File: src/rtl/legv8_pkg.sv
// Shared LEGv8 definitions: op selector, opcode constants, immediate field widths
// and the load-session states used by the program-load encoder.
package legv8_pkg;

  typedef enum logic [3:0] {
    OP_ADD  = 4'd0,
    OP_SUB  = 4'd1,
    OP_AND  = 4'd2,
    OP_ORR  = 4'd3,
    OP_EOR  = 4'd4,
    OP_LDUR = 4'd5,
    OP_STUR = 4'd6,
    OP_LSL  = 4'd7,
    OP_LSR  = 4'd8,
    OP_BR   = 4'd9,
    OP_CBZ  = 4'd10,
    OP_CBNZ = 4'd11,
    OP_B    = 4'd12,
    OP_BL   = 4'd13
  } op_e;

  typedef enum logic [1:0] {
    ST_IDLE = 2'd0,
    ST_LOAD = 2'd1,
    ST_DONE = 2'd2
  } load_state_e;

  localparam logic [10:0] OPC_ADD  = 11'b10001011000;
  localparam logic [10:0] OPC_SUB  = 11'b11001011000;
  localparam logic [10:0] OPC_AND  = 11'b10001010000;
  localparam logic [10:0] OPC_ORR  = 11'b10101010000;
  localparam logic [10:0] OPC_EOR  = 11'b11001010000;
  localparam logic [10:0] OPC_LDUR = 11'b11111000010;
  localparam logic [10:0] OPC_STUR = 11'b11111000000;
  localparam logic [10:0] OPC_LSL  = 11'b11010011011;
  localparam logic [10:0] OPC_LSR  = 11'b11010011010;
  localparam logic [10:0] OPC_BR   = 11'b11010110000;
  localparam logic [7:0]  OPC_CBZ  = 8'b10110100;
  localparam logic [7:0]  OPC_CBNZ = 8'b10110101;
  localparam logic [5:0]  OPC_B    = 6'b000101;
  localparam logic [5:0]  OPC_BL   = 6'b100101;

  localparam int D_IMM_W  = 9;
  localparam int CB_IMM_W = 19;
  localparam int B_IMM_W  = 26;

endpackage

File: src/rtl/legv8_instr_encoder_if.sv
// Instruction handshake plus instruction-memory write bus of the program-load encoder.
interface legv8_instr_encoder_if #(parameter int ADDR_W = 10);
  logic              in_valid;
  logic              in_ready;
  logic [3:0]        op;
  logic [4:0]        rd;
  logic [4:0]        rn;
  logic [4:0]        rm;
  logic [5:0]        shamt;
  logic [25:0]       imm;
  logic              imem_we;
  logic [ADDR_W-1:0] imem_addr;
  logic [31:0]       imem_wdata;

  modport master (output in_valid, op, rd, rn, rm, shamt, imm,
                  input  in_ready, imem_we, imem_addr, imem_wdata);
  modport slave  (input  in_valid, op, rd, rn, rm, shamt, imm,
                  output in_ready, imem_we, imem_addr, imem_wdata);
endinterface

File: src/rtl/legv8_pack.sv
// Combinational LEGv8 field packer: op + fields -> 32-bit word and legality.
// With IMM_RANGE_CHECK_EN defined, also reports whether imm sign-fits its field.
module legv8_pack
  import legv8_pkg::*;
(
  input  logic [3:0]  op,
  input  logic [4:0]  rd,
  input  logic [4:0]  rn,
  input  logic [4:0]  rm,
  input  logic [5:0]  shamt,
  input  logic [25:0] imm,
`ifdef IMM_RANGE_CHECK_EN
  output logic        fits,
`endif
  output logic [31:0] word,
  output logic        legal
);

`ifdef IMM_RANGE_CHECK_EN
  logic d_fits, cb_fits;
  // Upper imm bits must replicate the field's sign bit.
  assign d_fits  = (imm[25:D_IMM_W-1]  == {(27-D_IMM_W){imm[D_IMM_W-1]}});
  assign cb_fits = (imm[25:CB_IMM_W-1] == {(27-CB_IMM_W){imm[CB_IMM_W-1]}});
`endif

  always_comb begin
    word  = '0;
    legal = 1'b1;
`ifdef IMM_RANGE_CHECK_EN
    fits  = 1'b1;
`endif
    case (op_e'(op))
      OP_ADD:  word = {OPC_ADD, rm, 6'b0, rn, rd};
      OP_SUB:  word = {OPC_SUB, rm, 6'b0, rn, rd};
      OP_AND:  word = {OPC_AND, rm, 6'b0, rn, rd};
      OP_ORR:  word = {OPC_ORR, rm, 6'b0, rn, rd};
      OP_EOR:  word = {OPC_EOR, rm, 6'b0, rn, rd};
      OP_LSL:  word = {OPC_LSL, 5'b0, shamt, rn, rd};
      OP_LSR:  word = {OPC_LSR, 5'b0, shamt, rn, rd};
      OP_BR:   word = {OPC_BR, 5'b0, 6'b0, rn, 5'b0};
      OP_LDUR: begin
        word = {OPC_LDUR, imm[D_IMM_W-1:0], 2'b00, rn, rd};
`ifdef IMM_RANGE_CHECK_EN
        fits = d_fits;
`endif
      end
      OP_STUR: begin
        word = {OPC_STUR, imm[D_IMM_W-1:0], 2'b00, rn, rd};
`ifdef IMM_RANGE_CHECK_EN
        fits = d_fits;
`endif
      end
      OP_CBZ: begin
        word = {OPC_CBZ, imm[CB_IMM_W-1:0], rd};
`ifdef IMM_RANGE_CHECK_EN
        fits = cb_fits;
`endif
      end
      OP_CBNZ: begin
        word = {OPC_CBNZ, imm[CB_IMM_W-1:0], rd};
`ifdef IMM_RANGE_CHECK_EN
        fits = cb_fits;
`endif
      end
      OP_B:    word = {OPC_B, imm[B_IMM_W-1:0]};
      OP_BL:   word = {OPC_BL, imm[B_IMM_W-1:0]};
      default: legal = 1'b0;
    endcase
  end

endmodule

File: src/rtl/legv8_instr_encoder.sv
// LEGv8 program-load encoder: packs handshaked instructions into sequential imem writes.
// Optional IMM_RANGE_CHECK_EN adds immediate sign-fit checking and the err_range flag.
module legv8_instr_encoder
  import legv8_pkg::*;
#(
  parameter int ADDR_W = 10,
  parameter int DEPTH  = 256
) (
  input  logic              clock,
  input  logic              reset,
  input  logic              start,
  input  logic              finish,
  legv8_instr_encoder_if.slave bus,
  output logic [ADDR_W-1:0] word_count,
  output logic              busy,
  output logic              load_done,
  output logic              err_illegal,
`ifdef IMM_RANGE_CHECK_EN
  output logic              err_range,
`endif
  output logic              err_full
);

  load_state_e       state, state_nx;
  logic [ADDR_W-1:0] addr_q;
  logic [ADDR_W-1:0] waddr_q;
  logic [31:0]       wdata_q;
  logic              we_q;
  logic [31:0]       word;
  logic              legal;
  logic              write_ok;
  logic              full;
  logic              accept;

`ifdef IMM_RANGE_CHECK_EN
  logic fits;
`endif

  legv8_pack u_pack (
    .op    (bus.op),
    .rd    (bus.rd),
    .rn    (bus.rn),
    .rm    (bus.rm),
    .shamt (bus.shamt),
    .imm   (bus.imm),
`ifdef IMM_RANGE_CHECK_EN
    .fits  (fits),
`endif
    .word  (word),
    .legal (legal)
  );

`ifdef IMM_RANGE_CHECK_EN
  assign write_ok = legal && fits;
`else
  assign write_ok = legal;
`endif

  assign full           = (word_count == ADDR_W'(DEPTH));
  assign bus.in_ready   = (state == ST_LOAD) && !full && !start;
  assign accept         = bus.in_valid && bus.in_ready;
  assign busy           = (state == ST_LOAD);
  assign load_done      = (state == ST_DONE);
  assign bus.imem_we    = we_q;
  assign bus.imem_addr  = waddr_q;
  assign bus.imem_wdata = wdata_q;

  // start outranks finish, so a start+finish cycle restarts the session.
  always_comb begin
    state_nx = state;
    case (state)
      ST_IDLE: if (start) state_nx = ST_LOAD;
      ST_LOAD: begin
        if (start)       state_nx = ST_LOAD;
        else if (finish) state_nx = ST_DONE;
      end
      ST_DONE: if (start) state_nx = ST_LOAD;
      default: state_nx = ST_IDLE;
    endcase
  end

  // A write captured last cycle is already in we_q/waddr_q, so start never cancels it.
  always_ff @(posedge clock) begin
    if (reset) begin
      state       <= ST_IDLE;
      addr_q      <= '0;
      word_count  <= '0;
      err_illegal <= 1'b0;
      err_full    <= 1'b0;
`ifdef IMM_RANGE_CHECK_EN
      err_range   <= 1'b0;
`endif
      we_q        <= 1'b0;
      waddr_q     <= '0;
      wdata_q     <= '0;
    end else begin
      state <= state_nx;
      we_q  <= accept && write_ok;
      if (accept && write_ok) begin
        waddr_q <= addr_q;
        wdata_q <= word;
      end
      if (start) begin
        addr_q      <= '0;
        word_count  <= '0;
        err_illegal <= 1'b0;
        err_full    <= 1'b0;
`ifdef IMM_RANGE_CHECK_EN
        err_range   <= 1'b0;
`endif
      end else begin
        if (accept && write_ok) begin
          addr_q     <= addr_q + ADDR_W'(4);
          word_count <= word_count + ADDR_W'(1);
        end
        if (accept && !legal) err_illegal <= 1'b1;
`ifdef IMM_RANGE_CHECK_EN
        if (accept && legal && !fits) err_range <= 1'b1;
`endif
        if ((state == ST_LOAD) && bus.in_valid && full) err_full <= 1'b1;
      end
    end
  end

endmodule

File: src/flat_wrapper.sv
// flat-port wrapper written by rule: the top's interface ports become plain ports
module legv8_instr_encoder_flat import legv8_pkg::*;
#(
  parameter int ADDR_W = 10,
  parameter int DEPTH  = 256
)
  (clock, reset, start, finish, word_count, busy, load_done, err_illegal, err_full, bus_in_valid, bus_op, bus_rd, bus_rn, bus_rm, bus_shamt, bus_imm, bus_in_ready, bus_imem_we, bus_imem_addr, bus_imem_wdata);
  legv8_instr_encoder_if #(.ADDR_W(ADDR_W)) bus_i ();
  input  logic clock;
  input  logic reset;
  input  logic start;
  input  logic finish;
  output logic [ADDR_W-1:0] word_count;
  output logic busy;
  output logic load_done;
  output logic err_illegal;
  output logic err_full;
  input wire logic [$bits(bus_i.in_valid)-1:0] bus_in_valid;
  input wire logic [$bits(bus_i.op)-1:0] bus_op;
  input wire logic [$bits(bus_i.rd)-1:0] bus_rd;
  input wire logic [$bits(bus_i.rn)-1:0] bus_rn;
  input wire logic [$bits(bus_i.rm)-1:0] bus_rm;
  input wire logic [$bits(bus_i.shamt)-1:0] bus_shamt;
  input wire logic [$bits(bus_i.imm)-1:0] bus_imm;
  output wire logic [$bits(bus_i.in_ready)-1:0] bus_in_ready;
  output wire logic [$bits(bus_i.imem_we)-1:0] bus_imem_we;
  output wire logic [$bits(bus_i.imem_addr)-1:0] bus_imem_addr;
  output wire logic [$bits(bus_i.imem_wdata)-1:0] bus_imem_wdata;
  assign bus_i.in_valid = bus_in_valid;
  assign bus_i.op = bus_op;
  assign bus_i.rd = bus_rd;
  assign bus_i.rn = bus_rn;
  assign bus_i.rm = bus_rm;
  assign bus_i.shamt = bus_shamt;
  assign bus_i.imm = bus_imm;
  assign bus_in_ready = bus_i.in_ready;
  assign bus_imem_we = bus_i.imem_we;
  assign bus_imem_addr = bus_i.imem_addr;
  assign bus_imem_wdata = bus_i.imem_wdata;
  legv8_instr_encoder #(.ADDR_W(ADDR_W), .DEPTH(DEPTH)) u_core (.clock(clock), .reset(reset), .start(start), .finish(finish), .bus(bus_i), .word_count(word_count), .busy(busy), .load_done(load_done), .err_illegal(err_illegal), .err_full(err_full));
endmodule
File: config.mk
export PLATFORM = sky130hd
export DESIGN_NAME = legv8_instr_encoder_flat
export DESIGN_NICKNAME = d
export VERILOG_FILES = /design/src/rtl/legv8_pkg.sv /design/src/rtl/legv8_instr_encoder_if.sv /design/src/rtl/legv8_pack.sv /design/src/rtl/legv8_instr_encoder.sv /design/src/flat_wrapper.sv
export SDC_FILE = /design/constraint.sdc
export NUM_CORES = 1
export LEC_CHECK = 0
export BUFFER_PORTS_ARGS = -buffer_cell sky130_fd_sc_hd__buf_2
export CORE_MARGIN = 4
export CORE_UTILIZATION = 46
export CTS_BUF_LIST = sky130_fd_sc_hd__clkbuf_16
export DETAILED_ROUTE_END_ITERATION = 8
export GPL_TIMING_DRIVEN = 0
export HOLD_SLACK_MARGIN = 0.05
export PLACE_DENSITY = 0.77
export SLEW_MARGIN = 20
export SYNTH_ARGS = -nofsm -noshare
export SYNTH_HDL_FRONTEND = slang
export SYNTH_SLANG_ARGS = --single-unit
File: constraint.sdc
create_clock -name clock -period 1.9 [get_ports clock]
set_input_delay 0.285 -clock clock [delete_from_list [all_inputs] [get_ports clock]]
set_output_delay 0.285 -clock clock [all_outputs]
set_load 0.05 [all_outputs]
==> results of run 1 <==
layer usage:
metal  wire [um]  global-route usage [%]
met5           0                       0
met4         475                    12.0
met3        1400                    6.69
met2        6870                    49.6
met1        5630                    37.1
worst max-delay path, delay by kind of cell (launching register included):
kind / cells / cell delay, ns
AOI/OAI and AO/OA: 1 / 0.43
and+or+nand+nor: 2 / 0.53
DFF: 1 / 0.34
buffers and inverters: 2 / 0.29
metrics by stage:
step	utilization (%)	total power, uW	cells	TNS, ns	hold slack (ns)
2_1_floorplan	-	1740	428	-0.0983	0.426
3_3_place_gp	57.1	1940	637	-3.88	0.454
3_5_place_dp	57.1	1940	637	-6.90	0.465
4_1_cts	65.9	3710	672	-1.21	0.206
5_1_grt	73.1	3930	679	-9.87	0.226
6_report	73.1	3840	679	-6.39	0.201
synth_stat cells (all sizes together) (6+ instances only):
cell type	instances	area share, %
clkbuf	26	2.8
nor2b	7	1.3
o21ai	25	3.6
buf	18	2.8
nand2b	21	3.8
and3	7	1.3
or4	6	1.3
a31oi	7	1.3
nand2	17	1.8
a211oi	17	3.7
nor2	15	1.6
dfxtp	63	36
a221oi	11	2.8
a22o	9	2.3
a21oi	62	9.0
a22oi	7	1.5
o31ai	6	1.3
nand3	26	3.8
inv	10	1.1
cell type report:
cell class | count | area share (%)
multi-input cells | 311 | 45.7
clock buffers | 10 | 4.70
clock inverters | 6 | 1.20
plain buffers | 43 | 4.88
repair buffers | 137 | 16.4
flip-flops and latches | 63 | 24.0
inverters | 10 | 0.752
well taps | 99 | 2.33
registers in the layout (all words and copies together), names as in the netlist:
signal	flops
u_core.bus.imem_wdata	32
u_core.word_count	10
u_core.addr_q	8
u_core.bus.imem_addr	8
u_core.state	2
u_core.bus.imem_we	1
u_core.err_full	1
u_core.err_illegal	1
layout by cell type (no fill, tap or decap), drive strengths merged, types with 9 or more instances in the layout:
| cell | instances |
|---|---|
| a211oi | 17 |
| nand3 | 26 |
| buf | 152 |
| a22o | 9 |
| nand2b | 21 |
| a21oi | 62 |
| inv | 12 |
| o21ai | 25 |
| nand2 | 17 |
| nor2 | 15 |
| dfxtp | 63 |
| clkbuf | 38 |
| a221oi | 11 |
cells by family after synthesis:
kind of cell | after synthesis
fa+ha+maj | 3
other cells | 1
mux | 1
flops | 63
compound gates | 181
buf+inv | 54
simple gates | 123
xor+xnor | 1
where the power goes:
part / switching (uW) / internal (uW) / leakage (uW)
clock: 653 / 1100 / 0.000148
combinational: 474 / 254 / 0.00142
sequential: 17.7 / 1340 / 0.000515
timing repair:
item / CTS / global route
setup endpoints to repair: 57 / 57
buffers inserted: 17 / 7
cloned: 5 / 3
pin swaps: 20 / 51
gates resized for setup: 60 / 115
worst min-delay path by stage:
stage / startpoint / to / slack [ns] / depth (start not counted)
3_3_place_gp: u_core.err_illegal$_SDFFE_PP0P_ / u_core.err_illegal$_SDFFE_PP0P_ / 0.45 / 2
4_1_cts: finish / u_core.state[1]$_SDFFE_PP0P_ / 0.21 / 3
2_1_floorplan: finish / u_core.state[1]$_SDFFE_PP0P_ / 0.43 / 2
6_report: finish / u_core.state[1]$_SDFFE_PP0P_ / 0.20 / 3
3_5_place_dp: u_core.bus.imem_wdata[24]$_SDFFE_PP0P_ / u_core.bus.imem_wdata[24]$_SDFFE_PP0P_ / 0.46 / 2
5_1_grt: finish / u_core.state[1]$_SDFFE_PP0P_ / 0.23 / 3
==> results.txt, run 1 <==
main combinational cell family by area after synthesis: compound AO/OA/AOI/OAI gates
Max VDD drop: 0.000449 V
mux cell area share after synthesis: 0.290%
Die X: 94.7 um
Yosys cell types: 51
ys async rst share: 0%
DR vias/cell: 6.30
Skew-Pair Late Insertion Delay: 0.34 ns
Crit Path Class: reg2out
PnR worst setup slack: -0.308 ns
DP Area: 0.00416 mm2
Vias: 4,279
sequential cell area fraction in the yosys report: 36.5%
max-slew violations: 0
R2R Path End: u_core.addr_q[4]$_SDFFE_PP0P_
clk root buf: clkbuf_16
PD cells: 720 mW/mm2
Final HPWL DP: 9140 um
CTS tree: built
CP Capture Point: bus_in_ready
Max Cap Viol: 0
# hold bufs at CTS: 0
worst clock skew: 0.0103 ns
Mean Syn Cell Area: 8.09 um2
Data required, critical path: 1.62 ns
Cell Rows: 31
global-route wire length before repair: 20,500 um
Starting Density: 47.4%
vias in the first global route: 4,009
compound-gate portion of the synthesized area: 35.5%
DR pass1 iterations: 7
reg-to-reg slack, setup: -0.21 ns
hold crit path type: in2reg
post-synthesis simple-gate area fraction: 19.6%
cells on worst reg2reg path: 8
global-route usage over all layers: 29.8%
largest net degree at the start of global routing: 13
pre-CTS setup slack: -0.323 ns
fraction of layout cells with a size suffix above 1: 46.6%
number of I/O port buffers: 110
status: finished, violations left
post-synthesis adder-cell area fraction: 1.09%
pin slew with the least headroom to its limit: 0.898 ns
finished layout cell area: 0.00533 mm2
DRC viols: 0
initial antenna violation count: 0
Avg WL per Cell: 21.2 um
violated checks: setup timing
Top Ports: 114
final hold vios: 0
Slew Limit Headroom: 40.2%
CTS sink cnt: 63
FF-to-FF Start: u_core.word_count[2]$_SDFFE_PP0P_
Vert. Die Dim: 94.7 um
Reg clk slew, reported paths: 0.06 ns
f_max: 0.453 GHz
filler instances: 576
Synth Instances: 427
FF+latch area: 0.00128 mm2
Seq cells post-synth: 63
slowest CP cell: o41a_1
diodes inserted: 0
P&R area growth vs syn: 54.2%
layout net count: 634
RD Place Congestion: 0.948
Worst Path Arrival: 1.92 ns
prevailing post-synth register cell: dfxtp_1
cell area after synthesis: 0.00346 mm2
Max clock buf depth: 2
final critical-path required period: 2.21 ns
Ys Warns: 0
Final ANT Viol Nets: 0
crit-path cells: or3_4 -> o41a_1 -> buf_6 -> and2_4 -> buf_8
global route overflow: 0
crit path from: u_core.word_count[2]$_SDFFE_PP0P_
Critical Path Max Stage Delay: 0.43 ns
# H-tree levels: 3
xor/xnor share of the synthesized area: 0.253%
Detailed Route WL: 14,400 um
CTS Buf Count: 9
full die area: 0.00896 mm2
Setup crit end kind: primary output
RSZ-0062 raised after global routing: yes
final worst-path cycle share: 116%
Core ar.: 0.00729 mm2
# setup viols final: 56
Worst setup SP type: flop
Post-synth EDFFs: 0
leak pwr: 0.00209 uW
DRC marker count from the first detailed-route iteration: 363
crit-path max FO: 2
area of the multi-input gates: 0.00243 mm2
(Power assumes the default switching activity.)
==> run 2: changes to the inputs <==
--- a/config.mk
+++ b/config.mk
@@ -13,6 +13,7 @@
 export GPL_TIMING_DRIVEN = 0
 export HOLD_SLACK_MARGIN = 0.05
 export PLACE_DENSITY = 0.77
+export REMOVE_ABC_BUFFERS = 1
 export SLEW_MARGIN = 20
 export SYNTH_ARGS = -nofsm -noshare
 export SYNTH_HDL_FRONTEND = slang
==> results.txt, run 2 (synthesized netlist as in run 1, its figures left out) <==
share of power burned in registers: 39.2%
RSZ-0062 raised after global routing: yes
largest net degree at the start of global routing: 50
Cell Rows: 31
PnR worst setup slack: -0.154 ns
diodes inserted: 0
Data required, critical path: 1.62 ns
Final HPWL DP: 7230 um
most common cell after layout, fill and taps aside: buf_2
global-route usage over all layers: 25.3%
Reg clk slew, reported paths: 0.05 ns
Switch Pwr: 1040 uW
RD Place Congestion: 0.863
global-route wire length before repair: 18,100 um
final design utilization: 68.5%
Critical Path Max Stage Delay: 0.45 ns
Vias: 4,124
Crit Path Class: reg2out
final hold vios: 0
clk root buf: clkbuf_16
Max VDD drop: 0.000489 V
vias in the first global route: 3,667
max-slew violations: 0
Detailed Route WL: 12,600 um
final critical-path required period: 2.05 ns
P&R area growth vs syn: 44.6%
DR pass1 iterations: 7
met3 usage: 5.34%
f_max: 0.487 GHz
status: finished, violations left
overall power: 3480 uW
Comb pwr share: 19.5%
Setup crit end kind: primary output
commonest cells after routing, fill and taps aside: buf_2 (109), dfxtp_1 (58), a21oi_1 (48)
GR Util met2: 40.8%
crit-path cells: inv_4 -> ha_4 -> nand4bb_4 -> o41a_4 -> and2_4 -> buf_8
global route overflow: 0
hold crit path type: in2reg
worst clock skew: 0.00570 ns
Sw Ratio: 29.8%
DRC marker count from the first detailed-route iteration: 246
Starting Density: 47.4%
leak pwr: 0.00200 uW
full die area: 0.00896 mm2
CTS sink cnt: 63
number of I/O port buffers: 111
Max Cap Viol: 0
final worst-path cycle share: 108%
pin slew with the least headroom to its limit: 1.09 ns
initial antenna violation count: 0
internal power: 2440 uW
slowest CP cell: o41a_4
FF-to-FF Start: u_core.word_count[1]$_SDFFE_PP0P_
met1 global-route usage: 32.3%
crit-path max FO: 4
Core ar.: 0.00729 mm2
final setup TNS: -3.45 ns
Skew-Pair Late Insertion Delay: 0.33 ns
Avg WL per Cell: 19.6 um
violated checks: setup timing
layout net count: 600
Vert. Die Dim: 94.7 um
Final ANT Viol Nets: 0
DRC viols: 0
Max clock buf depth: 2
# H-tree levels: 3
CTS Buf Count: 9
Worst Path Arrival: 1.77 ns
clock network power share: 41.3%
CTS tree: built
Slew Limit Headroom: 27.2%
gr busiest metal: met2
Top Ports: 114
crit path from: u_core.word_count[1]$_SDFFE_PP0P_
hold path start: finish
# setup viols final: 57
DR vias/cell: 6.40
# hold bufs at CTS: 0
fraction of layout cells with a size suffix above 1: 39.4%
Die X: 94.7 um
Worst setup SP type: flop
max reg flops: 32
PD cells: 696 mW/mm2
## run 2: cell types whose count changed in the layout (fill, tap and decap cells not counted), moves of 6 or more
cell,previous run,this run
nand3_1,20,26
clkbuf_1,21,0
a211oi_1,0,8
o21ai_2,15,0
a211oi_2,17,9
o21ai_0,10,21
a21oi_2,19,6
nand3_2,6,0
buf_6,17,8
a21oi_4,0,8
## run 2: cell type report
type	count	area, um2
Multi-Input combinational cell	315	2320
Fill cell	620	2290
Sequential cell	63	1270
Timing Repair Buffer	142	981
Clock buffer	9	225
Tap cell	99	124
Inverter	10	46.3
Clock inverter	6	23.8
## run 2: worst paths after layout
check / to / slack, ns / depth (start not counted)
worst max-delay path: bus_in_ready / -0.15 / 6
worst max register to register: u_core.word_count[2]$_SDFFE_PP0P_ / -0.12 / 9
worst min register to register: u_core.bus.imem_addr[3]$_SDFFE_PP0P_ / 0.47 / 2
worst min-delay path: u_core.state[1]$_SDFFE_PP0P_ / 0.21 / 3
## run 2: metrics by stage
stage          std cells  hold WS (ns)  area, um2  setup slack, ns
2_1_floorplan        384         0.353       3270            -1.07
3_3_place_gp         594         0.450       3950            -1.89
3_5_place_dp         598         0.466       4030           -0.841
4_1_cts              624         0.207       4480           -0.169
5_1_grt              644         0.233       5000           -0.183
6_report             644         0.208       5000           -0.154
## run 2: critical path, delay by kind of cell, from the launching register on
family / cells / cell delay, ns
AOI/OAI and AO/OA: 1 / 0.45
DFF: 1 / 0.36
and+or+nand+nor: 2 / 0.29
buffers and inverters: 2 / 0.20
adders and majority gates: 1 / 0.14
## run 2: timing repair
item	CTS	global route
setup buffers	9	13
pin swaps	18	27
resized for setup	34	63
gates cloned	2	8
setup endpoints to repair	57	57
## run 2: power by group through the flow
| stage | sequential (uW) | combinational (uW) | clock (uW) |
|---|---|---|---|
| 2_1_floorplan | 1470 | 216 | 0 |
| 3_3_place_gp | 1390 | 497 | 0 |
| 3_5_place_dp | 1390 | 525 | 0 |
| 4_1_cts | 1360 | 566 | 1440 |
| 5_1_grt | 1370 | 716 | 1490 |
| 6_report | 1360 | 679 | 1440 |
## run 2: routing by layer
| metal | part of all wire, % | wire (um) | vias to the layer above |
|---|---|---|---|
| met2 | 48 | 6120 | 262 |
| met3 | 10 | 1290 | 40 |
| met4 | 3.0 | 384 | 0 |
| met1 | 38 | 4850 | 1950 |
| li1 | - | - | 1872 |
| met5 | 0 | 0 | - |
==> run 3: changes to the inputs <==
--- a/config.mk
+++ b/config.mk
@@ -5,9 +5,10 @@
 export SDC_FILE = /design/constraint.sdc
 export NUM_CORES = 1
 export LEC_CHECK = 0
+export ABC_AREA = 1
 export BUFFER_PORTS_ARGS = -buffer_cell sky130_fd_sc_hd__buf_2
 export CORE_MARGIN = 4
-export CORE_UTILIZATION = 46
+export CORE_UTILIZATION = 47
 export CTS_BUF_LIST = sky130_fd_sc_hd__clkbuf_16
 export DETAILED_ROUTE_END_ITERATION = 8
 export GPL_TIMING_DRIVEN = 0
@@ -17,4 +18,5 @@
 export SLEW_MARGIN = 20
 export SYNTH_ARGS = -nofsm -noshare
 export SYNTH_HDL_FRONTEND = slang
+export SYNTH_HIERARCHICAL = 1
 export SYNTH_SLANG_ARGS = --single-unit
==> results.txt, run 3 <==
most common cell after layout, fill and taps aside: nand2_1
most used cell, CP: inv_1
global route overflow: 0
hold crit path type: in2reg
Post-synth EDFFs: 0
Max Cap Viol: 0
CTS Buf Count: 9
crit path from: u_core/word_count[0]$_SDFFE_PP0P_
Crit Path Class: reg2out
post-synth top area cell: dfxtp_1
top cell type's share of synthesized area: 32.6%
final hold vios: 0
Avg WL per Cell: 14.3 um
Critical Path Max Stage Delay: 0.35 ns
Yosys cell types: 33
CTS sink cnt: 63
Skew-Pair Late Insertion Delay: 0.32 ns
final design utilization: 60.5%
Max clock buf depth: 2
pre-CTS setup slack: -0.825 ns
fraction of layout cells with a size suffix above 1: 29.9%
layout net count: 716
crit-path cells: inv_2 -> ha_1 -> nand2_1 -> nor2_2 -> inv_1 -> o21bai_4 -> inv_1 -> buf_6
DP Area: 0.00442 mm2
Detailed Route WL: 10,900 um
RD Place Congestion: 0.880
vias in the first global route: 3,765
largest net degree at the start of global routing: 60
PD cells: 712 mW/mm2
Slew Limit Headroom: 40.2%
Vert. Die Dim: 98.8 um
Hold WS: 0.248 ns
number of I/O port buffers: 111
CTS tree: built
leak pwr: 0.00208 uW
crit-path max FO: 7
global-route wire length before repair: 18,000 um
slowest CP cell: dfxtp_2
global-route usage over all layers: 22.2%
Vias: 4,051
full die area: 0.00976 mm2
RSZ-0062 raised after global routing: yes
diodes inserted: 0
f_max: 0.547 GHz
prevailing post-synth register cell: dfxtp_1
Setup crit end kind: primary output
final worst-path cycle share: 96.1%
cell area after synthesis: 0.00387 mm2
finished layout cell area: 0.00477 mm2
Max VDD drop: 0.000481 V
final critical-path required period: 1.83 ns
Synth Instances: 562
# setup viols final: 0
ys async rst share: 0%
Starting Density: 49.1%
Top Ports: 114
Cell Rows: 32
Core ar.: 0.00789 mm2
Final HPWL DP: 7730 um
Worst Path Arrival: 1.54 ns
commonest cells after routing, fill and taps aside: nand2_1 (164), buf_2 (110), nand3_1 (77)
clk root buf: clkbuf_16
Final ANT Viol Nets: 0
# H-tree levels: 3
max reg flops: 32
Buf/Inv on CP: 4
Mean Syn Cell Area: 6.89 um2
Cells after DPL: 746
DR vias/cell: 5.30
Non-Filler Instances: 764
DR pass1 iterations: 7
Seq cells post-synth: 63
Data required, critical path: 1.62 ns
CP delay by family, top: buffers and inverters
DRC marker count from the first detailed-route iteration: 180
PnR worst setup slack: 0.0732 ns
Die X: 98.8 um
status: completed
dominant cell by count in the synthesized netlist: nand2_1
Ys Warns: 6
Reg clk slew, reported paths: 0.06 ns
max-slew violations: 0
worst clock skew: 0.00688 ns
Area contributors post-synth: dfxtp_1 (33%), nand2_1 (16%), nand3_1 (9.9%)
hold path start: finish
FF-to-FF Start: u_core/word_count[0]$_SDFFE_PP0P_
Post-synth top cells: nand2_1 (164), nand3_1 (77), dfxtp_1 (63), nor2_1 (45), a21oi_1 (41)
initial antenna violation count: 0
pin slew with the least headroom to its limit: 0.895 ns
sequential cell area fraction in the yosys report: 32.6%
DRC viols: 0
P&R area growth vs syn: 23.1%
Worst setup SP type: flop
==> run 3: cell count changes after synthesis, moves of 21 or more <==
cell      delta
nand2_1    +147
nand3_1     +51
nor2_1      +30
inv_1       +23
o21ai_0     -22
a21oi_1     -21
nand2b_1    -21
==> run 3: cells by family after synthesis <==
family                     after synthesis  share of synthesized area, %
AOI/OAI and AO/OA                       76                          12.9
xor gates and xnor gates                13                          2.94
adders and majority gates                3                         0.969
buffers and inverters                   76                          10.3
DFF                                     63                          32.6
other                                    1                        0.0968
and+or+nand+nor                        330                          40.2
==> run 3: worst reg2reg max path, stage by stage (launching register included) <==
cell and delay (ns):
dfxtp_2 0.39, inv_2 0.07, ha_1 0.19, nand2_1 0.07
nor2_2 0.05, inv_1 0.10, o21bai_4 0.07, nor2_4 0.22
buf_12 0.22, nand3_1 0.10, a21oi_1 0.16
==> run 3: final timing paths <==
| kind | to | slack, ns | cells after the start |
|---|---|---|---|
| worst max register to register | u_core/bus.imem_wdata[15]$_SDFFE_PP0P_ | 0.17 | 10 |
| worst min register to register | u_core/bus.imem_wdata[26]$_SDFFE_PP0P_ | 0.46 | 2 |
| worst max-delay path | bus_in_ready | 0.07 | 8 |
| worst min-delay path | u_core/state[1]$_SDFFE_PP0P_ | 0.25 | 3 |
==> run 3: cell type report <==
type	instances	area (um2)
Timing Repair Buffer	119	677
Clock buffer	9	225
Tap cell	102	128
Sequential cell	63	1260
Clock inverter	7	63.8
Multi-Input combinational cell	424	2230
Fill cell	747	3120
Inverter	40	186
==> run 3: per-layer routing <==
layer	up-vias	track usage (%)	wire length [um]
met5	-	0	0
met4	0	9.14	246
met3	19	2.97	667
met2	158	36.4	5270
met1	1843	29.5	4730
li1	2031	-	-
==> run 3: what timing repair did <==
action / in CTS / in global routing
resized for setup: 5 / 9
endpoints found under the setup margin: 56 / 33
gates cloned: 0 / 0
hold buffers: 0 / 0
pin swaps: 2 / 3
setup buffers: 2 / 1
==> run 3: where the power goes <==
| part | internal, uW | switching, uW | leakage [uW] | total [uW] |
|---|---|---|---|---|
| Sequential | 1340 | 10.3 | 0.000509 | 1350 |
| Combinational | 144 | 323 | 0.00143 | 467 |
| Clock | 1000 | 579 | 0.000140 | 1580 |
| Total | 2480 | 912 | 0.00208 | 3400 |
==> run 3: through the flow <==
stage / power, uW / setup TNS [ns]
global route: 3540 / -0.0246
finish: 3400 / 0
CTS: 3430 / 0
detailed placement: 1830 / -35.84
floorplan: 1640 / -102.16
global placement: 1810 / -217.28
